==> src/rtl/colour_pkg.sv <==
// Shared types for the colour push-button decoder.
// Colour codes and the two-state press FSM.
package colour_pkg;

    localparam int NUM_COLOURS_DEF = 4;

    typedef logic [1:0] colour_t;

    localparam colour_t COL_RED    = 2'd0;
    localparam colour_t COL_BLUE   = 2'd1;
    localparam colour_t COL_YELLOW = 2'd2;
    localparam colour_t COL_GREEN  = 2'd3;

    typedef enum logic {
        S_IDLE,
        S_HELD
    } state_t;

endpackage

==> src/rtl/colour_debounce.sv <==
// One button channel: two-flop synchroniser followed by a
// stability counter that only accepts long-lived level changes.
import colour_pkg::*;

module colour_debounce #(
    parameter int DEBOUNCE_CYCLES = 16,
    parameter int CNT_W           = 5
) (
    input  logic clk,
    input  logic rst,
    input  logic btn_raw,
    output logic db
);

    logic [1:0]       sync;
    logic             btn_sync;
    logic [CNT_W-1:0] cnt;

    assign btn_sync = sync[1];

    always_ff @(posedge clk) begin
        if (rst) begin
            sync <= '0;
            cnt  <= '0;
            db   <= 1'b0;
        end else begin
            sync <= {sync[0], btn_raw};
            // Any return to the accepted level restarts the count
            if (btn_sync == db) begin
                cnt <= '0;
            end else if (cnt == CNT_W'(DEBOUNCE_CYCLES - 1)) begin
                db  <= btn_sync;
                cnt <= '0;
            end else begin
                cnt <= cnt + 1'b1;
            end
        end
    end

endmodule

==> src/rtl/colour_input_decoder.sv <==
// Debounced colour button decoder: one event per press episode,
// single presses give a code, simultaneous presses give multi_err.
import colour_pkg::*;

module colour_input_decoder #(
    parameter int NUM_COLOURS     = NUM_COLOURS_DEF,
    parameter int CODE_W          = 2,
    parameter int DEBOUNCE_CYCLES = 16,
    parameter int CNT_W           = 5
) (
    input  logic                   clk,
    input  logic                   rst,
    input  logic [NUM_COLOURS-1:0] btn_raw,
    input  logic                   en,
    output logic                   colour_valid,
    output logic [CODE_W-1:0]      colour_code,
    output logic                   multi_err,
    output logic                   any_held
);

    logic [NUM_COLOURS-1:0] db;
    logic [CODE_W-1:0]      idx;
    logic                   one_hot;
    state_t                 state;

    for (genvar i = 0; i < NUM_COLOURS; i++) begin : g_ch
        colour_debounce #(
            .DEBOUNCE_CYCLES(DEBOUNCE_CYCLES),
            .CNT_W          (CNT_W)
        ) u_db (
            .clk    (clk),
            .rst    (rst),
            .btn_raw(btn_raw[i]),
            .db     (db[i])
        );
    end

    assign one_hot = (db != '0) &&
                     ((db & (db - 1'b1)) == '0);

    // OR of set indices; only meaningful when one_hot
    always_comb begin
        idx = '0;
        for (int i = 0; i < NUM_COLOURS; i++) begin
            if (db[i]) begin
                idx = idx | CODE_W'(i);
            end
        end
    end

    always_ff @(posedge clk) begin
        if (rst) begin
            state        <= S_IDLE;
            colour_valid <= 1'b0;
            colour_code  <= '0;
            multi_err    <= 1'b0;
            any_held     <= 1'b0;
        end else begin
            colour_valid <= 1'b0;
            multi_err    <= 1'b0;
            any_held     <= |db;
            unique case (state)
                S_IDLE: begin
                    if (db != '0) begin
                        state <= S_HELD;
                        if (en) begin
                            if (one_hot) begin
                                colour_valid <= 1'b1;
                                colour_code  <= idx;
                            end else begin
                                multi_err <= 1'b1;
                            end
                        end
                    end
                end
                S_HELD: begin
                    if (db == '0) begin
                        state <= S_IDLE;
                    end
                end
            endcase
        end
    end

endmodule

==> config.mk <==
export PLATFORM = sky130hd
export DESIGN_NAME = colour_input_decoder
export DESIGN_NICKNAME = d
export VERILOG_FILES = /design/src/rtl/colour_pkg.sv /design/src/rtl/colour_debounce.sv /design/src/rtl/colour_input_decoder.sv
export SDC_FILE = /design/constraint.sdc
export NUM_CORES = 1
export LEC_CHECK = 0
export BUFFER_PORTS_ARGS = -buffer_cell sky130_fd_sc_hd__buf_4
export CAP_MARGIN = 20
export CORE_ASPECT_RATIO = 1.25
export CORE_MARGIN = 3
export CORE_UTILIZATION = 50
export DETAILED_ROUTE_END_ITERATION = 7
export PLACE_DENSITY = 0.69
export SYNTH_ARGS = -nofsm -noshare
export SYNTH_HDL_FRONTEND = slang
export SYNTH_HIERARCHICAL = 1
export SYNTH_SLANG_ARGS = --single-unit
==> constraint.sdc <==
create_clock -name clk -period 1.6 [get_ports clk]
set_input_delay 0.16 -clock clk [delete_from_list [all_inputs] [get_ports clk]]
set_output_delay 0.16 -clock clk [all_outputs]
set_load 0.05 [all_outputs]
* Word-level counts from Yosys, hierarchy flattened *
Index checks and enable logic that the tools add are counted.

storage, ports and cells
  bits in registers = 38
  latch bits = 0
  memory bits (writable) = 0
  bits in read-only memories = 0
  input bits = 7
  memories = 0

operators by class
  add/sub/neg operators = 5
  $mul = 0
  divide/modulo/power cells = 0
  magnitude comparators = 0
  eq/ne operators = 8
  shift operators = 0
  mux-type cells = 8
  bitwise operators = 8
  reduce and logical (&&, ||, !) cells = 15

operators by type and width
  operator               count
  $add A5 B1 Y5 const B  4
  $eq A5 B4 Y1 const B   4
  $reduce_or A3 Y1       4
  $logic_not A4 Y1       2
  $reduce_and A2 Y1      4
  $reduce_or A4 Y1       2
  $not A1 Y1             7
  $mux W1                5
  $and A4 B4 Y4          1
  $eq A1 B1 Y1           4
  $mux W2                2
  $reduce_and A4 Y1      1
  $reduce_bool A4 Y1     1
  $sub A4 B1 Y4 const B  1
  $pmux W1 S2            1
  $logic_and A1 B1 Y1    1

* Logic depth before layout (Yosys ltp) *
Gate-level depths: netlist (run 1).

  depth after elaboration = 5
  depth in mapped cells = 5
  mapped depth without buffers = 5

* Cells and area by module *
Netlist (run 1), hierarchy kept.

modules (own cells, without submodules)
  module                times used  cells each  area each (um2)  sequential area each (um2)
  colour_debounce       4           27          286.5            160.2
  colour_input_decoder  1           29          277.8            120.1

* Least setup slack after synthesis (run 1) *
OpenSTA, ideal clock, no wires.

  path type = reg-to-reg
  start point = register g_ch[0].u_db.cnt[0]
  end point = register g_ch[0].u_db.cnt[2]
  data arrival time = 1.372 ns
  setup slack = 0.163 ns
  cell stages (with the launch flop) = 6
  path buffers = 0
  period minus slack after synthesis = 1.437 ns
  cell sequence = dfxtp_1 -> ha_1 -> and3_1 -> ha_1 -> or3_4 -> nor2_1

between the ends
  word-level cells in the longest chain between the ends = 2
  elaborated cells between the ends (all ways) = 3

ends and longest elaborated chain
  what                                                   line                   RTL
  start, declared                                        colour_debounce.sv:17  logic [CNT_W-1:0] cnt;
  start signal, assigned                                 colour_debounce.sv:35  cnt <= cnt + 1'b1;
  branches (longest 2 deep; another with $add A5 B1 Y5)  -

Parallel ways; which one is timed is not known.
A chain may end at the register's enable or synchronous reset.

* Worst setup path in the final report (run 1) *
Ends and elaborated chain as after synthesis.

==> results.json, run 1 <==
{
  "firstDrtPassIters": 4,
  "cp_max_fo": 5,
  "core-area_um2": 2710,
  "yosys.cell_types.count": 24,
  "top_usage_layer": "met2",
  "syn_nets": 152,
  "fin_nets": 169,
  "grt_util_met1": 0.144,
  "min_period_ps": 1520,
  "yosys.area.top_type": "dfxtp_1",
  "grt_start_max_net_pins": 20,
  "intPower_mw": 1.15,
  "synth_area_um2": 1420,
  "wl_per_cell_um": 10.7,
  "report.final.slew_viol_count": 0,
  "finalClockSkew_ps": 2.96,
  "dieArea_um2": 3530,
  "cts_root_buf": "clkbuf_4",
  "ys_ff_latch": 38,
  "synth_area_per_cell_um2": 10.4,
  "stdcell_count": 188,
  "num_vias": 936,
  "start_kind": "flop",
  "postSynthCellCount": 137,
  "mostFrequentLayoutCells": "dfxtp_1 (36), nor2_1 (23), buf_4 (12), xnor2_1 (11), inv_1 (10)",
  "worstPathArrival_ps": 1800,
  "p_clk_frac": 0.302,
  "synth_compound_area_frac": 0.0413,
  "worstRegToRegCells": 5,
  "fin_crit_sh": 0.952,
  "clockBufferDepth": 2,
  "layout_commonest_cell": "dfxtp_1",
  "switching_share": 0.205,
  "finalWirelength_um": 2010,
  "cts.clk_slew.worst_paths_ps": 100,
  "antenna_found_initial": 0,
  "hold_path_depth": 2,
  "finalSetupTns_ps": 0,
  "via_per_inst": 4.98,
  "required_ps": 1870,
  "synthTopCellsByArea": "dfxtp_1 (53%), ha_1 (7.0%), xnor2_1 (6.8%)",
  "place_ws_ps": 57.6,
  "vdd_drop_max_mv": 0.499,
  "slew_headroom": 0.706,
  "worst-setup-path-type": "reg -> reg",
  "seq_area_frac_synth": 0.534,
  "drcViolationCount": 0,
  "cts_htree_levels": 2,
  "clk_latency_ps": 330,
  "synth_top_family_by_area": "simple AND/OR/NAND/NOR gates",
  "tightest_slew_ps": 437,
  "n_antenna_cell": 0,
  "drive_gt1_frac": 0.169,
  "clock_sink_count": 38,
  "dp_hpwl_um": 1500,
  "cts_tree": "yes",
  "grt-ovfl-total": 0,
  "fin_ws_ps": 77.3,
  "rows": 21,
  "die_w_um": 53.7,
  "grtUsageMet3": 0.0703,
  "fmax_mhz": 657,
  "switchingPower_mw": 0.296,
  "ant_nets": 0,
  "floorplan.initialDensity": 0.526,
  "portBuffers": 11,
  "end_kind": "flop",
  "muxShareOfSynthArea": 0.0281,
  "place_inst": 181,
  "status": "complete, no violations",
  "pwr-share-seq": 0.668,
  "rsz0062_at_grt": "no",
  "dominantRegCellSynth": "dfxtp_1",
  "fin_util": 0.591,
  "setup_viol": 0,
  "grtUsageTotal": 0.146,
  "yosys.area_share.xor_xnor": 0.0923,
  "max-cap-violations": 0,
  "num_io_pins": 12,
  "fp.dieH_um": 65.7,
  "power.static_leakage_nw": 0.607,
  "yosys.area_share.simple": 0.193,
  "synth_top_area_share": 0.534,
  "grt_pass1_wl_um": 3680,
  "synth_enable_flop_cells": 0,
  "place_congestion": 0.783,
  "cts_hold_buffers": 0,
  "ys_warn_count": 6,
  "syn_to_final_growth_pct": 12.3,
  "numCtsBuffers": 5,
  "hold_viol_final": 0,
  "finalPower_mw": 1.44,
  "drt-initial-drc-count": 8,
  "power_density_nw_per_um2": 902,
  "synthAdderAreaFrac": 0.0773,
  "hold_class": "in -> reg",
  "async_reset_ff_frac": 0,
  "grt_pass1_vias": 942,
  "pwr-share-comb": 0.030,
  "met2_usage": 0.244
}
## power groups by stage
stage	sequential (mW)	clock [mW]	combinational, mW
finish	0.964	0.436	0.0436
global route	0.966	0.508	0.0494
CTS	0.964	0.459	0.0438
detailed placement	0.985	0	0.0438
global placement	0.985	0	0.0425
floorplan	0.984	0	0.0229
## per-layer routing
metal / part of all wire / vias to the layer above
met3: 0.051 / 6
li1: - / 482
met1: 0.45 / 434
met2: 0.47 / 14
met4: 0.025 / 0
met5: 0 / -
## synthesized netlist by cell type, types with 2 or more instances
library cell and number:
inv_1 10, nor2b_1 8, xnor2_1 11, or3_4 4
dfxtp_1 38, nand3_1 4, ha_1 8, a21oi_1 4
mux2i_1 4, and3_1 4, xor2_1 4, nor3_1 2
nor2_1 25
## registers in the layout (all words and copies together) (netlist names)
register	flops
any_held	1
colour_code	2
colour_valid	1
g_ch.u_db/cnt	20
g_ch.u_db/db	4
g_ch.u_db/sync	8
multi_err	1
state	1
## path summary, 6_finish.rpt
kind                             from                   end  slack (ps)
hold reg to reg   g_ch[0].u_db/cnt[0]   g_ch[0].u_db/cnt[0]         420
setup / recovery  g_ch[0].u_db/cnt[0]   g_ch[0].u_db/cnt[2]          80
hold / removal             btn_raw[3]  g_ch[3].u_db/sync[0]          30
setup reg to reg  g_ch[0].u_db/cnt[0]   g_ch[0].u_db/cnt[2]          80
## timing repair
item / in CTS / in global routing
gates resized for setup: 0 / 4
hold endpoints to repair: 0 / 0
buffers inserted: 0 / 0
endpoints found under the setup margin: 0 / 15
## layout make-up
cell class | count | area [um2]
Fill cell | 241 | 1110
Sequential cell | 38 | 763
Multi-Input combinational cell | 87 | 621
Timing Repair Buffer | 12 | 90.1
Clock buffer | 7 | 45.0
Tap cell | 34 | 42.5
Inverter | 10 | 37.5
## cells by family (layout without fill, tap and decap cells)
logic type	count (synthesis)	in the layout
AND/OR/NAND/NOR	51	51
flip-flops	38	38
XOR/XNOR	15	15
buffers and inverters	12	29
adder cells (fa/ha/maj)	9	9
AO/OA/AOI/OAI	8	8
multiplexers	4	4
## per-stage QoR
stage	area, um2	hold slack, ps
after global routing	1600	13.3
after floorplan	1420	229
after global placement	1550	371
after CTS	1590	11.4
after detailed placement	1550	375
final	1600	32.0
## critical path, stage by stage, from the launching register on
cell,delay [ps]
dfxtp_2,340
ha_1,210
and3_1,190
ha_1,200
or3_4,420
nor2_1,110
Power figures use the tool's default switching activity.
==> run 2: changes to the inputs <==
--- a/config.mk
+++ b/config.mk
@@ -5,13 +5,14 @@
 export SDC_FILE = /design/constraint.sdc
 export NUM_CORES = 1
 export LEC_CHECK = 0
+export ABC_AREA = 1
 export BUFFER_PORTS_ARGS = -buffer_cell sky130_fd_sc_hd__buf_4
 export CAP_MARGIN = 20
 export CORE_ASPECT_RATIO = 1.25
 export CORE_MARGIN = 3
 export CORE_UTILIZATION = 50
 export DETAILED_ROUTE_END_ITERATION = 7
-export PLACE_DENSITY = 0.69
+export PLACE_DENSITY = 0.68
 export SYNTH_ARGS = -nofsm -noshare
 export SYNTH_HDL_FRONTEND = slang
 export SYNTH_HIERARCHICAL = 1
==> run 2 against run 1 <==
Wire length is 14% higher. Maximum frequency is 11% higher. Combinational power is 11% higher. Sequential share of layout area is 2.7 points lower. Design area is 5.7% higher. Critical endpoint is now g_ch[0].u_db/cnt[4]. Largest cell class unchanged.
==> results.json, run 2 <==
{
  "min_from": "btn_raw[2]",
  "stdcell_count": 237,
  "clock_sink_count": 38,
  "numCtsBuffers": 5,
  "max-cap-violations": 0,
  "grt_pass1_vias": 1115,
  "end_kind": "flop",
  "grt_start_max_net_pins": 18,
  "crit_path_start": "g_ch[0].u_db/cnt[0]",
  "status": "complete, no violations",
  "clk_latency_ps": 330,
  "synth_enable_flop_cells": 0,
  "cts_htree_levels": 2,
  "hold_viol_final": 0,
  "seq_area_frac_synth": 0.500,
  "fp.dieH_um": 67.7,
  "rsz0062_at_grt": "no",
  "place_inst": 230,
  "setup_viol": 0,
  "worst-setup-path-type": "reg -> reg",
  "via_per_inst": 4.74,
  "vdd_drop_max_mv": 0.718,
  "yosysMostFrequentCell": "nor2_1",
  "cp_max_fo": 5,
  "slew_headroom": 0.832,
  "dpl_cell_area_um2": 1650,
  "wl_per_cell_um": 9.67,
  "fin_util": 0.607,
  "top_regs": "g_ch.u_db/cnt (20), g_ch.u_db/sync (8), g_ch.u_db/db (4)",
  "clockBufferDepth": 2,
  "tightest_slew_ps": 251,
  "dieArea_um2": 3740,
  "layout_commonest_cell": "nor2_1",
  "fillers": 244,
  "ant_nets": 0,
  "dominantRegCellSynth": "dfxtp_1",
  "min_period_ps": 1380,
  "drt-initial-drc-count": 13,
  "fin_ws_ps": 222,
  "synth_area_um2": 1520,
  "start_kind": "flop",
  "mostFrequentLayoutCells": "nor2_1 (41), dfxtp_1 (38), inv_1 (31), nand2_1 (26), buf_4 (11)",
  "n_antenna_cell": 0,
  "rows": 21,
  "report.final.slew_viol_count": 0,
  "floorplan.initialDensity": 0.546,
  "ys_ff_latch": 38,
  "ys_warn_count": 6,
  "synth_area_per_cell_um2": 8.22,
  "async_reset_ff_frac": 0,
  "finalWirelength_um": 2290,
  "fmax_mhz": 726,
  "cts_hold_buffers": 0,
  "dp_hpwl_um": 1740,
  "cts_resized": 0,
  "finalClockSkew_ps": 2.53,
  "syn_to_final_growth_pct": 11.2,
  "fin_crit_sh": 0.861,
  "cts_setup_buffers": 0,
  "core-area_um2": 2790,
  "yosys.cell_types.count": 16,
  "cts_root_buf": "clkbuf_4",
  "synth_top_area_share": 0.500,
  "worstPathArrival_ps": 1650,
  "grtUsageTotal": 0.150,
  "finalSetupTns_ps": 0,
  "synthTopCellsByArea": "dfxtp_1 (50%), nor2_1 (10%), inv_1 (7.7%)",
  "syn_nets": 200,
  "drive_gt1_frac": 0.187,
  "largest_register_ffs": 20,
  "firstDrtPassIters": 4,
  "power.static_leakage_nw": 0.705,
  "hold_slack_ps": 26.3,
  "num_vias": 1124,
  "seq_area_um2": 761,
  "drcViolationCount": 0,
  "regMostFlops": "g_ch.u_db/cnt",
  "die_w_um": 55.3,
  "grt_pass1_wl_um": 4280,
  "cts_tree": "yes",
  "yosys-top-cells-count": "nor2_1 (41), dfxtp_1 (38), inv_1 (31)",
  "place_ws_ps": 258,
  "multiInputGateArea_um2": 624,
  "rr_startpoint": "g_ch[0].u_db/cnt[0]",
  "grt-ovfl-total": 0,
  "power_density_nw_per_um2": 865,
  "place_congestion": 0.753,
  "hold_class": "in -> reg",
  "required_ps": 1870,
  "cts.clk_slew.worst_paths_ps": 100,
  "antenna_found_initial": 0,
  "finalInstanceArea_um2": 1690,
  "finalPower_mw": 1.46,
  "portBuffers": 11,
  "num_io_pins": 12,
  "postSynthCellCount": 185,
  "yosys.area.top_type": "dfxtp_1",
  "fin_nets": 218
}
[run 2: path summary, 6_finish.rpt]
| check | endpoint | depth (start not counted) | slack, ps |
|---|---|---|---|
| setup / recovery | g_ch[0].u_db/cnt[4] | 7 | 220 |
| hold / removal | g_ch[2].u_db/sync[0] | 3 | 30 |
| setup reg to reg | g_ch[0].u_db/cnt[4] | 7 | 220 |
| hold reg to reg | g_ch[0].u_db/sync[1] | 2 | 410 |
[run 2: kinds of logic (layout without fill, tap and decap cells)]
logic type,count (synthesis),count (layout),synth area share
compound gates,9,9,0.0461
xor+xnor,4,4,0.0230
fa+ha+maj,8,8,0.0658
buf+inv,36,54,0.0889
flops,38,38,0.500
simple gates,90,90,0.276
[run 2: report_power, final]
part | switching, mW | internal, mW
logic | 0.0284 | 0.0201
clock network | 0.285 | 0.166
registers | 0.00591 | 0.958
total | 0.319 | 1.14
[run 2: layout make-up]
cell class / count / share of cell area
flip-flops and latches: 38 / 0.450
multi-input cells: 111 / 0.369
well taps: 34 / 0.0252
clock buffers: 7 / 0.0266
repair buffers: 11 / 0.0489
inverters: 36 / 0.0799
[run 2: critical path, stage by stage, from the launching register on]
cell and delay, ps:
dfxtp_1 350, ha_1 230, nand2_1 80, nor2_1 40
ha_1 220, nor2_2 130, nand3_2 140, nor2_1 120
[run 2: per-layer routing]
metal  GRT usage  share of wire  up-vias
met2       0.274           0.49       18
met3      0.0688          0.049        6
met1       0.148           0.44      500
li1            -              -      600
met4      0.0638          0.020        0
met5           0              0        -
==> run 3: changes to the inputs <==
--- a/config.mk
+++ b/config.mk
@@ -11,9 +11,9 @@
 export CORE_ASPECT_RATIO = 1.25
 export CORE_MARGIN = 3
 export CORE_UTILIZATION = 50
+export CTS_BUF_LIST = sky130_fd_sc_hd__clkbuf_2
 export DETAILED_ROUTE_END_ITERATION = 7
 export PLACE_DENSITY = 0.68
 export SYNTH_ARGS = -nofsm -noshare
 export SYNTH_HDL_FRONTEND = slang
-export SYNTH_HIERARCHICAL = 1
 export SYNTH_SLANG_ARGS = --single-unit
==> run 3 against run 2 <==
Die area is 2.1% lower. Final cell count unchanged. Power is 2.6% lower. Largest cell class unchanged.
==> results.json, run 3 <==
{
  "status": "complete, no violations",
  "vdd_drop_max_mv": 0.626,
  "place_congestion": 0.676,
  "hold_class": "in -> reg",
  "top_regs": "g_ch.u_db.cnt (20), g_ch.u_db.sync (8), g_ch.u_db.db (4)",
  "postSynthCellCount": 180,
  "path_depth": 7,
  "via_per_inst": 4.77,
  "fillers": 266,
  "num_vias": 1131,
  "synth_top_area_share": 0.512,
  "yosys.area.top_type": "dfxtp_1",
  "critPathBufInv": 1,
  "setup_viol": 0,
  "cp_max_fo": 5,
  "crit_end": "g_ch[2].u_db.cnt[2]",
  "crit_path_start": "g_ch[2].u_db.cnt[0]",
  "yosys.cell_types.count": 20,
  "num_io_pins": 12,
  "dieArea_um2": 3660,
  "clockBufferDepth": 2,
  "critPathTopFamily": "adder cells",
  "synthTopCellsByArea": "dfxtp_1 (51%), nor2_1 (10%), inv_1 (8.3%)",
  "path_cells": "ha_1 -> nand2_1 -> nor2_1 -> ha_1 -> inv_1 -> o211ai_1 -> nor3b_1",
  "cts.clk_slew.worst_paths_ps": 190,
  "synth_area_um2": 1490,
  "tightest_slew_ps": 398,
  "grt_start_max_net_pins": 14,
  "cpMostUsedCell": "ha_1",
  "grt_pass1_wl_um": 4250,
  "die_w_um": 54.7,
  "fin_nets": 217,
  "numCtsBuffers": 5,
  "end_kind": "flop",
  "report.final.slew_viol_count": 0,
  "grt_pass1_vias": 1132,
  "yosysMostFrequentCell": "nor2_1",
  "core-area_um2": 2760,
  "cts_root_buf": "clkbuf_2",
  "clk_latency_ps": 380,
  "synth_enable_flop_cells": 0,
  "floorplan.initialDensity": 0.538,
  "finalInstanceArea_um2": 1690,
  "finalClockSkew_ps": 12.0,
  "required_ps": 1910,
  "min_period_ps": 1430,
  "rr_startpoint": "g_ch[2].u_db.cnt[0]",
  "async_reset_ff_frac": 0,
  "power.static_leakage_nw": 0.720,
  "firstDrtPassIters": 4,
  "rsz0062_at_grt": "no",
  "cts_tree": "yes",
  "dpl_cell_area_um2": 1600,
  "power_density_nw_per_um2": 844,
  "worst_path_max_delay_cell": "dfxtp_1",
  "dp_hpwl_um": 1790,
  "wl_per_cell_um": 9.91,
  "portBuffers": 11,
  "n_antenna_cell": 0,
  "mostFrequentLayoutCells": "nor2_1 (40), dfxtp_1 (37), inv_1 (33), nand2_1 (17), buf_4 (11)",
  "regMostFlops": "g_ch.u_db.cnt",
  "layout_commonest_cell": "nor2_1",
  "drcViolationCount": 0,
  "dominantRegCellSynth": "dfxtp_1",
  "worstPathArrival_ps": 1740,
  "syn_nets": 195,
  "max-cap-violations": 0,
  "worst-setup-path-type": "reg -> reg",
  "slew_headroom": 0.733,
  "finalWirelength_um": 2350,
  "grtUsageTotal": 0.163,
  "r2r-end": "g_ch[2].u_db.cnt[2]",
  "ant_nets": 0,
  "rows": 21,
  "clock_sink_count": 38,
  "fin_crit_sh": 0.894,
  "hold_viol_final": 0,
  "largest_register_ffs": 20,
  "seq_area_frac_synth": 0.512,
  "fmax_mhz": 699,
  "fp.dieH_um": 66.9,
  "start_kind": "flop",
  "ys_warn_count": 0,
  "finalSetupTns_ps": 0,
  "grt-ovfl-total": 0,
  "slowest_delay_ps": 370,
  "yosys-top-cells-count": "nor2_1 (40), dfxtp_1 (38), inv_1 (33)",
  "worstRegToRegCells": 7,
  "cts_htree_levels": 2,
  "synth_area_per_cell_um2": 8.25,
  "reg2reg_slack_ps": 170,
  "ys_ff_latch": 38,
  "drive_gt1_frac": 0.158,
  "antenna_found_initial": 0,
  "drt-initial-drc-count": 25,
  "syn_to_final_growth_pct": 13.7
}
## run 3: cells by family after synthesis
| group | share of synthesized area |
|---|---|
| simple gates | 0.248 |
| fa+ha+maj | 0.0674 |
| buf+inv | 0.0960 |
| compound gates | 0.0767 |
| flops | 0.512 |
## run 3: cell type report
| type | instances | area (um2) | share of cell area |
|---|---|---|---|
| timing repair buffer | 16 | 133 | 0.0785 |
| sequential | 38 | 762 | 0.451 |
| inverter | 35 | 131 | 0.0778 |
| clock inverter | 2 | 8.76 | 0.00519 |
| clock buffer | 6 | 30.0 | 0.0178 |
| tap | 34 | 42.5 | 0.0252 |
| multi-input combinational | 106 | 582 | 0.344 |
## run 3: power by group
| part | switching, mW | internal [mW] | total [mW] |
|---|---|---|---|
| logic | 0.0248 | 0.0268 | 0.0516 |
| clock network | 0.299 | 0.108 | 0.406 |
| registers | 0.00746 | 0.960 | 0.968 |
| total | 0.331 | 1.09 | 1.43 |
## run 3: worst min-delay path, stage by stage
cell and delay [ps]:
buf_4 110, nand2_1 80, inv_1 80, nand2_1 90
nor2_1 40
## run 3: timing repair
action	4_1_cts	5_1_grt
resized for setup	0	1
hold buffers	4	1
endpoints found under the hold margin	4	5
setup endpoints to repair	0	3
setup buffers	0	0
## run 3: worst min-delay path by stage
stage	start	slack (ps)	depth (start not counted)	end
after global placement	btn_raw[3]	360	3	g_ch[3].u_db.sync[0]
after floorplan	btn_raw[0]	270	2	g_ch[0].u_db.sync[0]
after global routing	en	190	5	multi_err
after detailed placement	btn_raw[3]	370	3	g_ch[3].u_db.sync[0]
after CTS	rst	0.4	2	g_ch[1].u_db.sync[1]
final	en	190	5	colour_valid
## run 3: routing by layer
metal  GRT usage  share of wire
met3      0.0537          0.032
met1       0.160           0.44
met4       0.103          0.030
met5           0              0
met2       0.281           0.50
## run 3: per-stage QoR
step	cells	hold WS (ps)	worst slack [ps]	utilization	power [mW]
floorplan	180	267	307	-	1.01
global placement	224	360	235	0.580	1.03
detailed placement	224	369	157	0.580	1.03
CTS	236	0.359	136	0.608	1.44
global route	237	193	9.34	0.612	1.50
finish	237	191	170	0.612	1.43
